<file path="config.mk">
export PLATFORM = sky130hd
export DESIGN_NAME = note_decoder
export DESIGN_NICKNAME = d
export VERILOG_FILES = /design/src/rtl/note_decoder.sv
export SDC_FILE = /design/constraint.sdc
export NUM_CORES = 1
export LEC_CHECK = 0
export CORE_MARGIN = 1
export CORE_UTILIZATION = 45
export DETAILED_ROUTE_END_ITERATION = 6
export GPL_TIMING_DRIVEN = 0
export MAX_ROUTING_LAYER = met4
export PLACE_DENSITY = 0.64
export SLEW_MARGIN = 20
export SYNTH_ARGS = -nofsm -noshare
export SYNTH_HDL_FRONTEND = slang
export SYNTH_SLANG_ARGS = --single-unit
</file>
<file path="constraint.sdc">
create_clock -name clk -period 8.25 [get_ports clk]
set_clock_uncertainty 0.05 [all_clocks]
set_input_delay 2.475 -clock clk [delete_from_list [all_inputs] [get_ports clk]]
set_output_delay 2.475 -clock clk [all_outputs]
set_load 0.005 [all_outputs]
</file>
<file path="src/rtl/note_decoder.sv">
`default_nettype none
// +----------------------------------------------------------------------------+
// | note_decoder                                                               |
// | Measures the half-period of an incoming square wave and classifies it to   |
// | a 3-bit note code (A=0 .. G=6, none=7). Optional macro: NOTE_DEGLITCH_EN.  |
// | Rev 1.0 - initial release                                                  |
// +----------------------------------------------------------------------------+
module note_decoder #(
  parameter int CLK_HZ       = 50000000,
  parameter int A_HZ         = 220,
  parameter int B_HZ         = 247,
  parameter int C_HZ         = 261,
  parameter int D_HZ         = 294,
  parameter int E_HZ         = 330,
  parameter int F_HZ         = 349,
  parameter int G_HZ         = 392,
  parameter int TOL_SHIFT    = 6,
  parameter int STABLE_COUNT = 4,
  parameter int TIMEOUT_CYC  = 250000,
  parameter int CNT_W        = 20,
  parameter int MIN_HALF     = 1000
) (
  input  logic             clk,
  input  logic             reset,
  input  logic             wave_in,
  output logic [2:0]       note,
  output logic             note_valid,
  output logic             note_change,
  output logic [CNT_W-1:0] half_period
);

  localparam int SC_W = $clog2(STABLE_COUNT + 1);
  localparam logic [2:0]       NOTE_NONE  = 3'd7;
  localparam logic [CNT_W-1:0] CNT_MAX    = '1;
  localparam logic [CNT_W-1:0] TIMEOUT_V  = CNT_W'(TIMEOUT_CYC);
  localparam logic [CNT_W-1:0] MIN_HALF_V = CNT_W'(MIN_HALF);
  localparam logic [SC_W-1:0]  STABLE_V   = SC_W'(STABLE_COUNT);
  localparam logic [CNT_W-1:0] NOTE_N [7] = '{
    CNT_W'(CLK_HZ / A_HZ / 2), CNT_W'(CLK_HZ / B_HZ / 2), CNT_W'(CLK_HZ / C_HZ / 2),
    CNT_W'(CLK_HZ / D_HZ / 2), CNT_W'(CLK_HZ / E_HZ / 2), CNT_W'(CLK_HZ / F_HZ / 2),
    CNT_W'(CLK_HZ / G_HZ / 2)
  };

`ifdef NOTE_DEGLITCH_EN
  localparam bit DEGLITCH = 1'b1;
`else
  localparam bit DEGLITCH = 1'b0;
`endif

  typedef enum logic {
    S_IDLE    = 1'b0,
    S_MEASURE = 1'b1
  } state_t;

  state_t           state_q;
  logic             sync1_q, sync2_q, ref_q;
  logic [CNT_W-1:0] cnt_q;
  logic [SC_W-1:0]  stab_q, stab_d;
  logic [2:0]       cand_q, cand_d;
  logic [2:0]       note_q;
  logic             valid_q, change_q;
  logic [CNT_W-1:0] half_q;

  logic             edge_w, glitch_w, edge_acc_w, sat_w;
  logic [CNT_W-1:0] m_w;
  logic [2:0]       class_w;

  function automatic logic [CNT_W-1:0] abs_diff(input logic [CNT_W-1:0] a,
                                                input logic [CNT_W-1:0] b);
    return (a >= b) ? (a - b) : (b - a);
  endfunction

  assign edge_w     = sync2_q ^ ref_q;
  assign sat_w      = (cnt_q == CNT_MAX);
  assign m_w        = sat_w ? CNT_MAX : (cnt_q + CNT_W'(1));
  // Start edges in IDLE are never treated as glitches.
  assign glitch_w   = DEGLITCH && (state_q == S_MEASURE) && (m_w < MIN_HALF_V);
  assign edge_acc_w = edge_w && !glitch_w;

  // Lowest-indexed matching note wins; a saturated count matches nothing.
  always_comb begin
    class_w = NOTE_NONE;
    if (!sat_w) begin
      for (int i = 6; i >= 0; i--) begin
        if (abs_diff(m_w, NOTE_N[i]) <= (NOTE_N[i] >> TOL_SHIFT)) begin
          class_w = 3'(i);
        end
      end
    end
  end

  always_comb begin
    cand_d = class_w;
    stab_d = SC_W'(1);
    if (class_w == cand_q) begin
      stab_d = (stab_q == STABLE_V) ? stab_q : (stab_q + SC_W'(1));
    end
  end

  always_ff @(posedge clk) begin
    if (reset) begin
      state_q  <= S_IDLE;
      sync1_q  <= 1'b0;
      sync2_q  <= 1'b0;
      ref_q    <= 1'b0;
      cnt_q    <= '0;
      stab_q   <= '0;
      cand_q   <= NOTE_NONE;
      note_q   <= NOTE_NONE;
      valid_q  <= 1'b0;
      change_q <= 1'b0;
      half_q   <= '0;
    end else begin
      sync1_q  <= wave_in;
      sync2_q  <= sync1_q;
      ref_q    <= sync2_q;
      change_q <= 1'b0;

      if (edge_acc_w) begin
        cnt_q <= '0;
      end else if (!sat_w) begin
        cnt_q <= cnt_q + CNT_W'(1);
      end

      if (state_q == S_IDLE) begin
        if (edge_acc_w) begin
          state_q <= S_MEASURE;
        end
      end else begin
        if (edge_acc_w) begin
          half_q <= m_w;
          cand_q <= cand_d;
          stab_q <= stab_d;
          if ((stab_d == STABLE_V) && (cand_d != note_q)) begin
            note_q   <= cand_d;
            valid_q  <= (cand_d != NOTE_NONE);
            change_q <= 1'b1;
          end
        end else if (cnt_q >= TIMEOUT_V) begin
          state_q  <= S_IDLE;
          stab_q   <= '0;
          note_q   <= NOTE_NONE;
          valid_q  <= 1'b0;
          change_q <= (note_q != NOTE_NONE);
        end
      end
    end
  end

  assign note        = note_q;
  assign note_valid  = valid_q;
  assign note_change = change_q;
  assign half_period = half_q;

endmodule
`default_nettype wire

</file>
* After elaboration in Yosys (flattened, before gate mapping)
Index checks and enable logic that the tools add are counted.
** Storage, ports and cells
- Logic and storage cells :: 92
- Output and inout port bits :: 25
- Input port bits :: 3
- Register bits :: 55
** Operators by class
- Mux-type cells :: 33
- Equality and inequality tests :: 8
- Add/sub/neg operators :: 16
- Reductions and logical operators :: 7
- Bitwise logic cells :: 2
- Order comparisons :: 15
** Operators with widths (number)
- $mux 20 :: 8
- $ge 20x17->1 const B :: 6
- $le 20x11->1 const B :: 6
- $sub 17x20->20 const A :: 6
- $sub 20x17->20 const B :: 6
- $mux 3 :: 14
- $add 20x1->20 const B :: 1
- $eq 20x20->1 const B :: 1
- $ge 20x16->1 const B :: 1
- $ge 20x18->1 const B :: 1
- $le 20x10->1 const B :: 1
- $sub 16x20->20 const A :: 1
- $sub 20x16->20 const B :: 1
- $mux 1 :: 11
- $eq 3x3->1 const B :: 2
- $ne 3x3->1 const B :: 2
- $reduce_and 2->1 :: 2
- $reduce_or 2->1 :: 2
- $add 3x1->3 const B :: 1
- $eq 3x3->1 :: 1
- $ne 3x3->1 :: 1
- $reduce_and 3->1 :: 1
- $ne 2x1->1 const B :: 1
- $reduce_bool 2->1 :: 1
- other kinds (3) :: 3

* Depth between registers and ports, before layout
Gate-level depths: netlist (run 1).
- Word-level depth :: 19
- Depth in mapped cells :: 28
- Mapped depth without buffers :: 23

* Worst setup path before layout (run 1)
No wires, ideal clock.
- Path type :: flip-flop to flip-flop
- Start point :: register cnt_q[1]
- End point :: register note_q[1] (netlist: note[1])
- Setup time :: 59 ps
- Path buffers :: 6
- Setup slack :: 1752 ps
- Required time :: 8141 ps
- Arrival time :: 6389 ps
- Cell stages (with the launch flop) :: 29
- Clock period less this slack :: 6498 ps
- Cell sequence :: dfxtp_1 -> ha_1 -> nand4_1 -> nor2_1 -> buf_2 -> nand2_1 -> buf_2 -> clkbuf_1 -> and2_1 -> clkbuf_1 -> inv_1 -> ha_1 -> clkbuf_1 -> o31ai_1 -> a22oi_1 -> a211oi_1 -> o211ai_1 -> and3_1 -> buf_4 -> a2111oi_2 -> nor3_1 -> nand4b_1 -> or4b_1 -> or2_0 -> a41o_2 -> xnor2_1 -> a32o_1 -> a311oi_2 -> o22a_1
** Between the ends
- Cells in the longest elaborated chain, start to end :: 19
- Elaborated cells between the ends (all ways) :: 57
- Those cells by class :: add/sub: 15; order compare: 15; eq/ne: 5; mux: 19; reduce/logical: 3
** RTL lines
- start, declared :: RTL line 57 : logic [CNT_W-1:0] cnt_q;
- start signal, assigned :: RTL line 122 : cnt_q <= cnt_q + CNT_W'(1);
- $add 20x1->20 / $eq 20x20->1 (equally long branches) :: RTL line 75, 74
- $mux 20 (*) :: RTL line 75 : assign m_w = sat_w ? CNT_MAX : (cnt_q + CNT_W'(1));
- net m_w[2] :: RTL line 65 : logic [CNT_W-1:0] m_w;
- $sub 16x20->20, or another cell as far along :: RTL line 70 : return (a >= b) ? (a - b) : (b - a);
- $mux 20 :: RTL line 70
- $le 20x10->1 :: RTL line 85 : if (abs_diff(m_w, NOTE_N[i]) <= (NOTE_N[i] >> TOL_SHIFT)) begin
- $mux 1 :: RTL line 85
- $mux 3 (5 in a row) :: RTL line 85
- $mux 3 (*) :: RTL line 85
- $mux 3 (*) :: RTL line 83 : if (!sat_w) begin
- $eq 3x3->1 :: RTL line 95 : if (class_w == cand_q) begin
- $mux 3 :: RTL line 95
- $eq 3x3->1 :: RTL line 134 : if ((stab_d == STABLE_V) && (cand_d != note_q)) begin
- $logic_and 1x1->1 :: RTL line 134
- $ne 2x1->1 (no source line)
- $reduce_and 3->1 (no source line)
- end signal, assigned :: RTL line 135 : note_q <= cand_d;
- end, declared :: RTL line 60 : logic [2:0] note_q;
Mark *: on every way through the listed nets, which the timed path passes. The rest lies on a longest branch. The select of a mux whose other input is x is not followed.
A chain may end at the register's enable or synchronous reset.

* Worst setup path in the final report (run 1)
- Start point :: register cnt_q[3]
- End point :: register note_q[0] (netlist: note[0])
** Between the ends
- Cells in the longest elaborated chain, start to end :: 19
- Elaborated cells between the ends (all ways) :: 57
- Those cells by class :: add/sub: 15; order compare: 15; eq/ne: 5; mux: 19; reduce/logical: 3
** RTL lines (RTL line)
- $add 20x1->20 / $eq 20x20->1 (equally long branches) :: 75, 74
- $mux 20 :: 75
- $sub 16x20->20, or another cell as far along :: 70
- $mux 20 :: 70
- $le 20x10->1 :: 85
- $mux 1 :: 85
- $mux 3 (6 in a row) :: 85
- $mux 3 :: 83
- $eq 3x3->1 :: 95
- $mux 3 :: 95
- $eq 3x3->1 :: 134
- $logic_and 1x1->1 :: 134
- $ne 2x1->1 (no source line)
- $reduce_and 3->1 (no source line)
Several ways; a longest one is shown, not always the timed one. The select of a mux whose other input is x is not followed.

==> flow_summary.html, run 1 <==
<table>
<tr><th>Metric</th><th>Value</th></tr>
<tr><th colspan="2">Global routing</th></tr>
<tr><td>Overflow left after global routing</td><td>0</td></tr>
<tr><td>Largest net degree at the start of global routing</td><td>20</td></tr>
<tr><td>Aggregate global-route resource usage</td><td>0.495</td></tr>
<tr><td>Via count of the first global-routing pass</td><td>12129</td></tr>
<tr><td>First-pass GRT wire length</td><td>79.3 mm</td></tr>
<tr><td>Antenna violations before repair</td><td>0</td></tr>
<tr><th colspan="2">Synthesis</th></tr>
<tr><td>Sequential-to-total area share from yosys stat</td><td>0.111</td></tr>
<tr><td>Nets in the synthesized netlist</td><td>1487</td></tr>
<tr><td>Syn Inst Count</td><td>1457</td></tr>
<tr><td>Biggest area contributors in the synthesized netlist</td><td>sky130_fd_sc_hd__dfxtp_1 (11%), sky130_fd_sc_hd__xnor2_1 (6.8%), sky130_fd_sc_hd__nor2_1 (6.0%)</td></tr>
<tr><td>Number of distinct standard cells referenced by the synthesized netlist</td><td>110</td></tr>
<tr><td>Flip-flop and latch count after synthesis</td><td>55</td></tr>
<tr><td>Library cell with the largest summed area after synthesis</td><td>sky130_fd_sc_hd__dfxtp_1</td></tr>
<tr><td>Number of synthesis warnings</td><td>0</td></tr>
<tr><td>Post-Synthesis Mean Instance Area</td><td>6.80 sq um</td></tr>
<tr><td>Top-area cell type share of the netlist area</td><td>0.111</td></tr>
<tr><td>Post-synth design cell area</td><td>roughly 0.0099 sq mm</td></tr>
<tr><td>Async set-reset flop share out of synthesis</td><td>0</td></tr>
<tr><td>Prevailing post-synth register cell</td><td>sky130_fd_sc_hd__dfxtp_1</td></tr>
<tr><td>Number of enable-type register cells in the synthesized netlist</td><td>0</td></tr>
<tr><th colspan="2">Route</th></tr>
<tr><td>Routed vias</td><td>13496</td></tr>
<tr><td>Wirelength, routed</td><td>54.5 mm</td></tr>
<tr><td>Iteration-0 DRC Markers</td><td>2162</td></tr>
<tr><td>Residual DRC</td><td>0</td></tr>
<tr><td>Routed Antenna Nets</td><td>0</td></tr>
<tr><td>Drt via density</td><td>7.61</td></tr>
<tr><td>Average detailed-routed wire length per instance</td><td>30.8 microns</td></tr>
<tr><td>Detailed-router iteration count before antenna repair</td><td>6</td></tr>
<tr><th colspan="2">Clocking</th></tr>
<tr><td>Number of buffers inserted during clock tree synthesis</td><td>5</td></tr>
<tr><td>Clock tree from TritonCTS</td><td>yes</td></tr>
<tr><td>Clock tree root driver cell</td><td>sky130_fd_sc_hd__clkbuf_16</td></tr>
<tr><td>Hold-fix buffers at CTS</td><td>0</td></tr>
<tr><td>Clock transition at path regs</td><td>0.11 ns</td></tr>
<tr><td>Clock sink count</td><td>55</td></tr>
<tr><td>H-tree levels</td><td>2</td></tr>
<tr><td>CTS max path bufs</td><td>2</td></tr>
<tr><td>Insertion delay to the later sink of the worst-skew pair</td><td>0.34 ns</td></tr>
<tr><th colspan="2">Die</th></tr>
<tr><td>Die extent in x</td><td>between 150 and 200 microns</td></tr>
<tr><td>Core area</td><td>between 0.02 and 0.025 sq mm</td></tr>
<tr><td>Initial core utilization</td><td>0.466</td></tr>
<tr><td>Number of rows in the core area</td><td>between 50 and 60</td></tr>
<tr><td>DIE AREA</td><td>roughly 0.023 sq mm</td></tr>
<tr><td>Count of pins on the block boundary</td><td>28</td></tr>
<tr><td>Height of the chip</td><td>150 microns</td></tr>
<tr><th colspan="2">Cells and area</th></tr>
<tr><td>Area growth syn-to-layout</td><td>9.48%</td></tr>
<tr><td>Share of cells above drive strength 1</td><td>0.0995</td></tr>
<tr><td>Diodes inserted</td><td>0</td></tr>
<tr><td>Commonest cells after routing, fill and taps aside</td><td>sky130_fd_sc_hd__nor2_1 (155), sky130_fd_sc_hd__nand2_1 (135), sky130_fd_sc_hd__o21ai_0 (94)</td></tr>
<tr><td>Total of fill cells in the finished design</td><td>2168</td></tr>
<tr><td>Number of nets at the end of the flow</td><td>1527</td></tr>
<tr><td>Finished Layout Cells</td><td>1773</td></tr>
<tr><td>Commonest non-fill, non-tap cell in the layout</td><td>sky130_fd_sc_hd__nor2_1</td></tr>
<tr><th colspan="2">Worst setup path</th></tr>
<tr><td>Classification of the worst setup path</td><td>flip-flop to flip-flop</td></tr>
<tr><td>Worst path required time</td><td>8.47 ns</td></tr>
<tr><td>Startpoint class of the critical path</td><td>flip-flop</td></tr>
<tr><td>Critical path capture point type</td><td>flip-flop</td></tr>
<tr><td>Worst Path Arrival</td><td>8.35 ns</td></tr>
<tr><td>Maximum fanout along the worst path</td><td>12</td></tr>
<tr><th colspan="2">Outcome</th></tr>
<tr><td>Status</td><td>finished, final reports clean</td></tr>
<tr><th colspan="2">Power</th></tr>
<tr><td>Design Power</td><td>0.000648 W</td></tr>
<tr><td>Pleak</td><td>around 3.7 nW</td></tr>
<tr><td>Max rail drop VDD</td><td>73.9 uV</td></tr>
<tr><td>Pwr per Cell Area</td><td>59.7 mW/mm^2</td></tr>
<tr><th colspan="2">Timing</th></tr>
<tr><td>Unrepaired setup endpoints after global routing</td><td>false</td></tr>
<tr><td>Final min period</td><td>8.13 ns</td></tr>
<tr><td>Transition time at the pin with the least slew margin</td><td>1.21 ns</td></tr>
<tr><td>Worst slew margin relative to its limit</td><td>0.192</td></tr>
<tr><td>Final Worst Setup Slack</td><td>between 0.1 and 0.15 ns</td></tr>
<tr><td>Slew Viols, Final</td><td>0</td></tr>
<tr><td>Maximum clock frequency</td><td>123 MHz</td></tr>
<tr><td>Number of failing setup endpoints in the final timing report</td><td>0</td></tr>
<tr><td>Final critical-path share of the clock period</td><td>0.985</td></tr>
<tr><td>Fin. Hold Viols</td><td>0</td></tr>
<tr><th colspan="2">Placed design</th></tr>
<tr><td>Half-perimeter wire length after detailed placement</td><td>~42 mm</td></tr>
<tr><td>Pre-CTS setup slack</td><td>-1.53 ns</td></tr>
<tr><td>Post-Place Cells</td><td>1758</td></tr>
<tr><td>Buffers on Ports</td><td>26</td></tr>
<tr><td>Final Wtd Congestion</td><td>1.12</td></tr>
<tr><th colspan="2">Run</th></tr>
<tr><td>Max Cap Viol</td><td>0</td></tr>
<tr><th colspan="2">Worst hold path</th></tr>
<tr><td>Hold crit path type</td><td>flip-flop to flip-flop</td></tr>
</table>
[worst max-delay path: stages (launching register included)]
cell	delay [ns]
sky130_fd_sc_hd__dfxtp_1	0.33
sky130_fd_sc_hd__buf_2	0.23
sky130_fd_sc_hd__nand3_1	0.28
sky130_fd_sc_hd__o21a_1	0.40
sky130_fd_sc_hd__a211oi_4	0.62
sky130_fd_sc_hd__clkbuf_1	0.69
sky130_fd_sc_hd__ha_1	0.27
sky130_fd_sc_hd__clkbuf_1	0.48
sky130_fd_sc_hd__inv_1	0.14
sky130_fd_sc_hd__o32ai_1	0.71
sky130_fd_sc_hd__nand3_1	0.28
sky130_fd_sc_hd__nor4_2	0.30
sky130_fd_sc_hd__a31o_2	0.34
sky130_fd_sc_hd__buf_4	0.24
sky130_fd_sc_hd__nor3_1	0.07
sky130_fd_sc_hd__a211oi_1	0.25
sky130_fd_sc_hd__o2111ai_1	0.15
sky130_fd_sc_hd__o221ai_1	0.34
sky130_fd_sc_hd__a311oi_2	0.24
sky130_fd_sc_hd__nor3_1	0.61
sky130_fd_sc_hd__xnor2_1	0.18
sky130_fd_sc_hd__a32o_1	0.30
sky130_fd_sc_hd__a311oi_2	0.35
sky130_fd_sc_hd__o22a_1	0.19
[path summary, 6_finish.rpt]
path | start | end | slack (ns) | depth (start not counted)
min | sync1_q$_SDFF_PP0_ | sync2_q$_SDFF_PP0_ | 0.39 | 1
min reg2reg | sync1_q$_SDFF_PP0_ | sync2_q$_SDFF_PP0_ | 0.39 | 1
max | cnt_q[3]$_SDFFE_PP0N_ | note[0]$_SDFFE_PP1P_ | 0.12 | 23
max reg2reg | cnt_q[3]$_SDFFE_PP0N_ | note[0]$_SDFFE_PP1P_ | 0.12 | 23
[sequential cells by signal (all words and copies together) (netlist names), 3 cells and up]
name	cells
note	3
cnt_q	20
half_period	20
cand_q	3
stab_q	3
[metal layers]
metal,wire (microns),vias to the layer above,track usage,part of all wire
li1,-,5681,-,-
met1,20400,6282,0.627,0.37
met2,22100,1226,0.707,0.41
met3,7810,307,0.117,0.14
met4,4190,0,0.299,0.077
met5,0,-,-,0
[repair_timing]
item,in CTS,in global routing
pin swaps,2,3
gates resized for setup,12,15
setup buffers,3,4
setup endpoints to repair,11,8
[final cells by class]
| class | instances | area (sq um) | share of cell area |
|---|---|---|---|
| Multi-Input combinational cell | 1259 | 8310 | 0.766 |
| Timing Repair Buffer | 34 | 318 | 0.0293 |
| Clock buffer | 5 | 125 | 0.0115 |
| Clock inverter | 3 | 27.5 | 0.00254 |
| Sequential cell | 55 | 1100 | 0.101 |
| Buffer | 111 | 507 | 0.0467 |
| Inverter | 31 | 120 | 0.0111 |
| Tap cell | 275 | 344 | 0.0317 |
[through the flow]
step            util  setup TNS (ns)  cell area [sq um]  hold slack [ns]
2_1_floorplan      -               0               9910            0.364
3_3_place_gp   0.494          -11.98              10500            0.364
3_5_place_dp   0.495          -12.07              10500            0.374
4_1_cts        0.505               0              10700            0.395
5_1_grt        0.510               0              10800            0.411
6_report       0.510               0              10800            0.391
[report_power, final]
| group | total, W | switching (W) | internal (W) |
|---|---|---|---|
| logic | 0.000126 | 0.0000905 | 0.0000359 |
| registers | 0.000273 | 0.00000295 | 0.000270 |
| clock network | 0.000249 | 0.000132 | 0.000116 |
[cells by family after synthesis]
group / share of synthesized area
AOI/OAI and AO/OA: 0.373
xor gates and xnor gates: 0.0814
adders and majority gates: 0.0341
buffers and inverters: 0.0624
DFF: 0.111
muxes: 0.0223
and+or+nand+nor: 0.316
[cell usage after synthesis, drive strengths merged (8+ instances only)]
cell type,instances
nand2,140
nor2,162
a21oi,94
a2111oi,9
o31a,8
xor2,8
nor4,34
o22ai,14
buf,50
o221ai,9
nand2b,10
clkbuf,62
o31ai,18
nand4,25
inv,29
o21ai,99
o2111ai,12
o21a,9
nor3,58
mux2i,21
or3,15
and3,22
a22oi,12
a31oi,32
or4,10
ha,27
dfxtp,55
a311oi,8
nor2b,8
xnor2,79
o211ai,34
o22a,9
o311ai,10
nand3,66
a211oi,56
and2,17
Power figures use the tool's default switching activity.
==> inputs of run 2 (changes only) <==
--- a/config.mk
+++ b/config.mk
@@ -5,6 +5,7 @@
 export SDC_FILE = /design/constraint.sdc
 export NUM_CORES = 1
 export LEC_CHECK = 0
+export CORE_ASPECT_RATIO = 0.7
 export CORE_MARGIN = 1
 export CORE_UTILIZATION = 45
 export DETAILED_ROUTE_END_ITERATION = 6
==> flow_summary.html, run 2 (same netlist as run 1, synthesis figures left out) <==
<table>
<tr><th>Metric</th><th>Value</th></tr>
<tr><th colspan="2">Global routing</th></tr>
<tr><td>First-pass GRT wire length</td><td>roughly 79 mm</td></tr>
<tr><td>GR peak layer</td><td>met1</td></tr>
<tr><td>Global Route met2 Usage</td><td>0.630</td></tr>
<tr><td>Via count of the first global-routing pass</td><td>12116</td></tr>
<tr><td>Aggregate global-route resource usage</td><td>0.492</td></tr>
<tr><td>M1 GR Usage</td><td>0.659</td></tr>
<tr><td>Antenna violations before repair</td><td>1</td></tr>
<tr><td>Grt met3 use</td><td>0.213</td></tr>
<tr><td>Overflow left after global routing</td><td>0</td></tr>
<tr><td>Largest net degree at the start of global routing</td><td>19</td></tr>
<tr><th colspan="2">Timing</th></tr>
<tr><td>Maximum clock frequency</td><td>around 120 MHz</td></tr>
<tr><td>Transition time at the pin with the least slew margin</td><td>around 1.2 ns</td></tr>
<tr><td>Worst slew margin relative to its limit</td><td>0.182</td></tr>
<tr><td>Slew Viols, Final</td><td>0</td></tr>
<tr><td>Number of failing setup endpoints in the final timing report</td><td>0</td></tr>
<tr><td>Unrepaired setup endpoints after global routing</td><td>false</td></tr>
<tr><td>Final Worst Setup Slack</td><td>0.0125 ns</td></tr>
<tr><td>Final min period</td><td>~8 ns</td></tr>
<tr><td>Final critical-path share of the clock period</td><td>0.998</td></tr>
<tr><td>Fin. Hold Viols</td><td>0</td></tr>
<tr><th colspan="2">Route</th></tr>
<tr><td>Routed vias</td><td>13524</td></tr>
<tr><td>Wirelength, routed</td><td>around 55 mm</td></tr>
<tr><td>Routed Antenna Nets</td><td>0</td></tr>
<tr><td>Residual DRC</td><td>19</td></tr>
<tr><td>Drt via density</td><td>between 7 and 8</td></tr>
<tr><td>Average detailed-routed wire length per instance</td><td>30.8 microns</td></tr>
<tr><td>Iteration-0 DRC Markers</td><td>~2400</td></tr>
<tr><td>Detailed-router iteration count before antenna repair</td><td>7</td></tr>
<tr><th colspan="2">Die</th></tr>
<tr><td>Initial core utilization</td><td>0.458</td></tr>
<tr><td>Height of the chip</td><td>126 microns</td></tr>
<tr><td>Count of pins on the block boundary</td><td>28</td></tr>
<tr><td>Die extent in x</td><td>179 microns</td></tr>
<tr><td>Core area</td><td>0.0216 sq mm</td></tr>
<tr><td>Number of rows in the core area</td><td>45</td></tr>
<tr><td>DIE AREA</td><td>0.0226 sq mm</td></tr>
<tr><th colspan="2">Worst setup path</th></tr>
<tr><td>Worst reg2reg setup slack</td><td>0.01 ns</td></tr>
<tr><td>Critical-path cell with the highest stage delay</td><td>sky130_fd_sc_hd__clkinv_1</td></tr>
<tr><td>R2r worst-path depth</td><td>27</td></tr>
<tr><td>CP max stage delay</td><td>0.50 ns</td></tr>
<tr><td>Worst Path Arrival</td><td>between 8 and 9 ns</td></tr>
<tr><td>Startpoint of the worst-slack reg-to-reg timing path</td><td>cnt_q[1]$_SDFFE_PP0N_</td></tr>
<tr><td>Critical path capture point type</td><td>flip-flop</td></tr>
<tr><td>Worst path required time</td><td>8.48 ns</td></tr>
<tr><td>Maximum fanout along the worst path</td><td>11</td></tr>
<tr><td>End of the worst register-to-register path</td><td>note[2]$_SDFFE_PP1P_</td></tr>
<tr><td>Startpoint class of the critical path</td><td>flip-flop</td></tr>
<tr><td>Classification of the worst setup path</td><td>flip-flop to flip-flop</td></tr>
<tr><th colspan="2">Run</th></tr>
<tr><td>Max Cap Viol</td><td>0</td></tr>
<tr><th colspan="2">Clocking</th></tr>
<tr><td>Number of buffers inserted during clock tree synthesis</td><td>5</td></tr>
<tr><td>Clock transition at path regs</td><td>approximately 0.09 ns</td></tr>
<tr><td>Insertion delay to the later sink of the worst-skew pair</td><td>0.33 ns</td></tr>
<tr><td>CTS max path bufs</td><td>2</td></tr>
<tr><td>Clock tree from TritonCTS</td><td>yes</td></tr>
<tr><td>H-tree levels</td><td>2</td></tr>
<tr><td>Clock tree root driver cell</td><td>sky130_fd_sc_hd__clkbuf_16</td></tr>
<tr><td>Clock sink count</td><td>55</td></tr>
<tr><th colspan="2">Power</th></tr>
<tr><td>Pleak</td><td>3.77 nW</td></tr>
<tr><td>Combinational Power Share</td><td>0.198</td></tr>
<tr><td>Share of total power in the clock network</td><td>0.394</td></tr>
<tr><td>Switching power share of the total</td><td>0.327</td></tr>
<tr><td>Pwr per Cell Area</td><td>61.6 mW/mm^2</td></tr>
<tr><td>Switching power</td><td>0.000219 W</td></tr>
<tr><td>Sequential share of power</td><td>0.407</td></tr>
<tr><td>Cell-internal power</td><td>0.000452 W</td></tr>
<tr><td>Max rail drop VDD</td><td>roughly 74 uV</td></tr>
<tr><th colspan="2">Cells and area</th></tr>
<tr><td>Number of nets at the end of the flow</td><td>~1500</td></tr>
<tr><td>Commonest cells after routing, fill and taps aside</td><td>sky130_fd_sc_hd__nor2_1 (155), sky130_fd_sc_hd__nand2_1 (136), sky130_fd_sc_hd__a21oi_1 (94), sky130_fd_sc_hd__o21ai_0 (94), sky130_fd_sc_hd__xnor2_1 (75)</td></tr>
<tr><td>Total of fill cells in the finished design</td><td>2299</td></tr>
<tr><td>Share of cells above drive strength 1</td><td>0.0974</td></tr>
<tr><td>Commonest non-fill, non-tap cell in the layout</td><td>sky130_fd_sc_hd__nor2_1</td></tr>
<tr><td>Summed area of non-filler cells in the final layout</td><td>0.0109 sq mm</td></tr>
<tr><td>Area growth syn-to-layout</td><td>9.95%</td></tr>
<tr><th colspan="2">Outcome</th></tr>
<tr><td>Failing checks</td><td>DRC</td></tr>
<tr><td>Status</td><td>complete, but fails checks</td></tr>
<tr><th colspan="2">Placed design</th></tr>
<tr><td>Pre-CTS setup slack</td><td>-1.35 ns</td></tr>
<tr><td>Half-perimeter wire length after detailed placement</td><td>around 43 mm</td></tr>
<tr><td>Post-detailed-placement cell area</td><td>0.0106 sq mm</td></tr>
<tr><td>Buffers on Ports</td><td>26</td></tr>
<tr><td>Final Wtd Congestion</td><td>1.16</td></tr>
<tr><th colspan="2">Worst hold path</th></tr>
<tr><td>End of the worst hold path</td><td>sync2_q$_SDFF_PP0_</td></tr>
<tr><td>Hold crit path type</td><td>flip-flop to flip-flop</td></tr>
<tr><td>Cell count of the worst hold path</td><td>1</td></tr>
<tr><td>Launch point of the worst hold path</td><td>sync1_q$_SDFF_PP0_</td></tr>
</table>
## run 2: changes by cell type in the layout (fill, tap and decap cells not counted), moves of 2 or more
| cell | change |
|---|---|
| sky130_fd_sc_hd__nor3_1 | -3 |
| sky130_fd_sc_hd__nor3_2 | +3 |
| sky130_fd_sc_hd__buf_2 | -2 |
| sky130_fd_sc_hd__clkbuf_4 | +2 |
| sky130_fd_sc_hd__clkinvlp_4 | -2 |
## run 2: metrics by stage
stage | setup TNS, ns | cells | total power (W) | hold slack [ns] | utilization
5_1_grt | 0 | 1782 | 0.000686 | 0.410 | 0.504
4_1_cts | 0 | 1773 | 0.000663 | 0.396 | 0.499
3_3_place_gp | -9.61 | 1765 | 0.000400 | 0.367 | 0.487
6_report | 0 | 1782 | 0.000672 | 0.393 | 0.504
3_5_place_dp | -10.41 | 1766 | 0.000402 | 0.378 | 0.489
2_1_floorplan | 0 | 1457 | 0.000354 | 0.364 | -
## run 2: repair_timing
item | CTS | global route
buffers inserted | 0 | 8
resized for setup | 12 | 16
pin swaps | 0 | 5
endpoints found under the setup margin | 11 | 8
hold buffers | 0 | 0
cloned | 0 | 0
## run 2: how the worst max path moves through the flow
| stage | slack, ns | endpoint | from | cells past startpoint |
|---|---|---|---|---|
| floorplan | 1.75 | note[1]$_SDFFE_PP1P_ | cnt_q[1]$_SDFFE_PP0N_ | 28 |
| global placement | -1.27 | note[1]$_SDFFE_PP1P_ | cnt_q[1]$_SDFFE_PP0N_ | 28 |
| detailed placement | -1.35 | note[1]$_SDFFE_PP1P_ | cnt_q[1]$_SDFFE_PP0N_ | 28 |
| CTS | 0.08 | note[1]$_SDFFE_PP1P_ | cnt_q[1]$_SDFFE_PP0N_ | 26 |
| global route | 0.02 | note[1]$_SDFFE_PP1P_ | cnt_q[1]$_SDFFE_PP0N_ | 27 |
| finish | 0.01 | note[2]$_SDFFE_PP1P_ | cnt_q[1]$_SDFFE_PP0N_ | 27 |
## run 2: final cells by class
class	instances	area [sq um]	area share
inverters	31	116	0.0107
plain buffers	111	510	0.0469
flip-flops and latches	55	1100	0.101
clock inverters	3	47.5	0.00436
diodes	1	2.50	0.000230
repair buffers	35	332	0.0304
well taps	282	353	0.0324
multi-input cells	1259	8310	0.763
clock buffers	5	125	0.0115
## run 2: routing by layer
layer,wire length [microns],vias up
met5,0,-
met4,2670,0
met3,9300,244
met2,20400,1212
met1,22500,6380
li1,-,5688
## run 2: worst max-delay path: cells and delay by family, from the launching register on
family                     cells  cell delay (ns)
and+or+nand+nor                7             1.72
xor gates and xnor gates       1             0.19
adders and majority gates      2             0.73
buffers and inverters          6             1.74
AOI/OAI and AO/OA             11             3.40
DFF                            1             0.36
## run 2: power groups by stage
stage                     Sequential, W  Clock (W)  Combinational, W
final                          0.000274   0.000265          0.000133
after global routing           0.000274   0.000273          0.000139
after CTS                      0.000273   0.000266          0.000124
after detailed placement       0.000280          0          0.000123
after global placement         0.000279          0          0.000120
after floorplan                0.000279          0         0.0000752
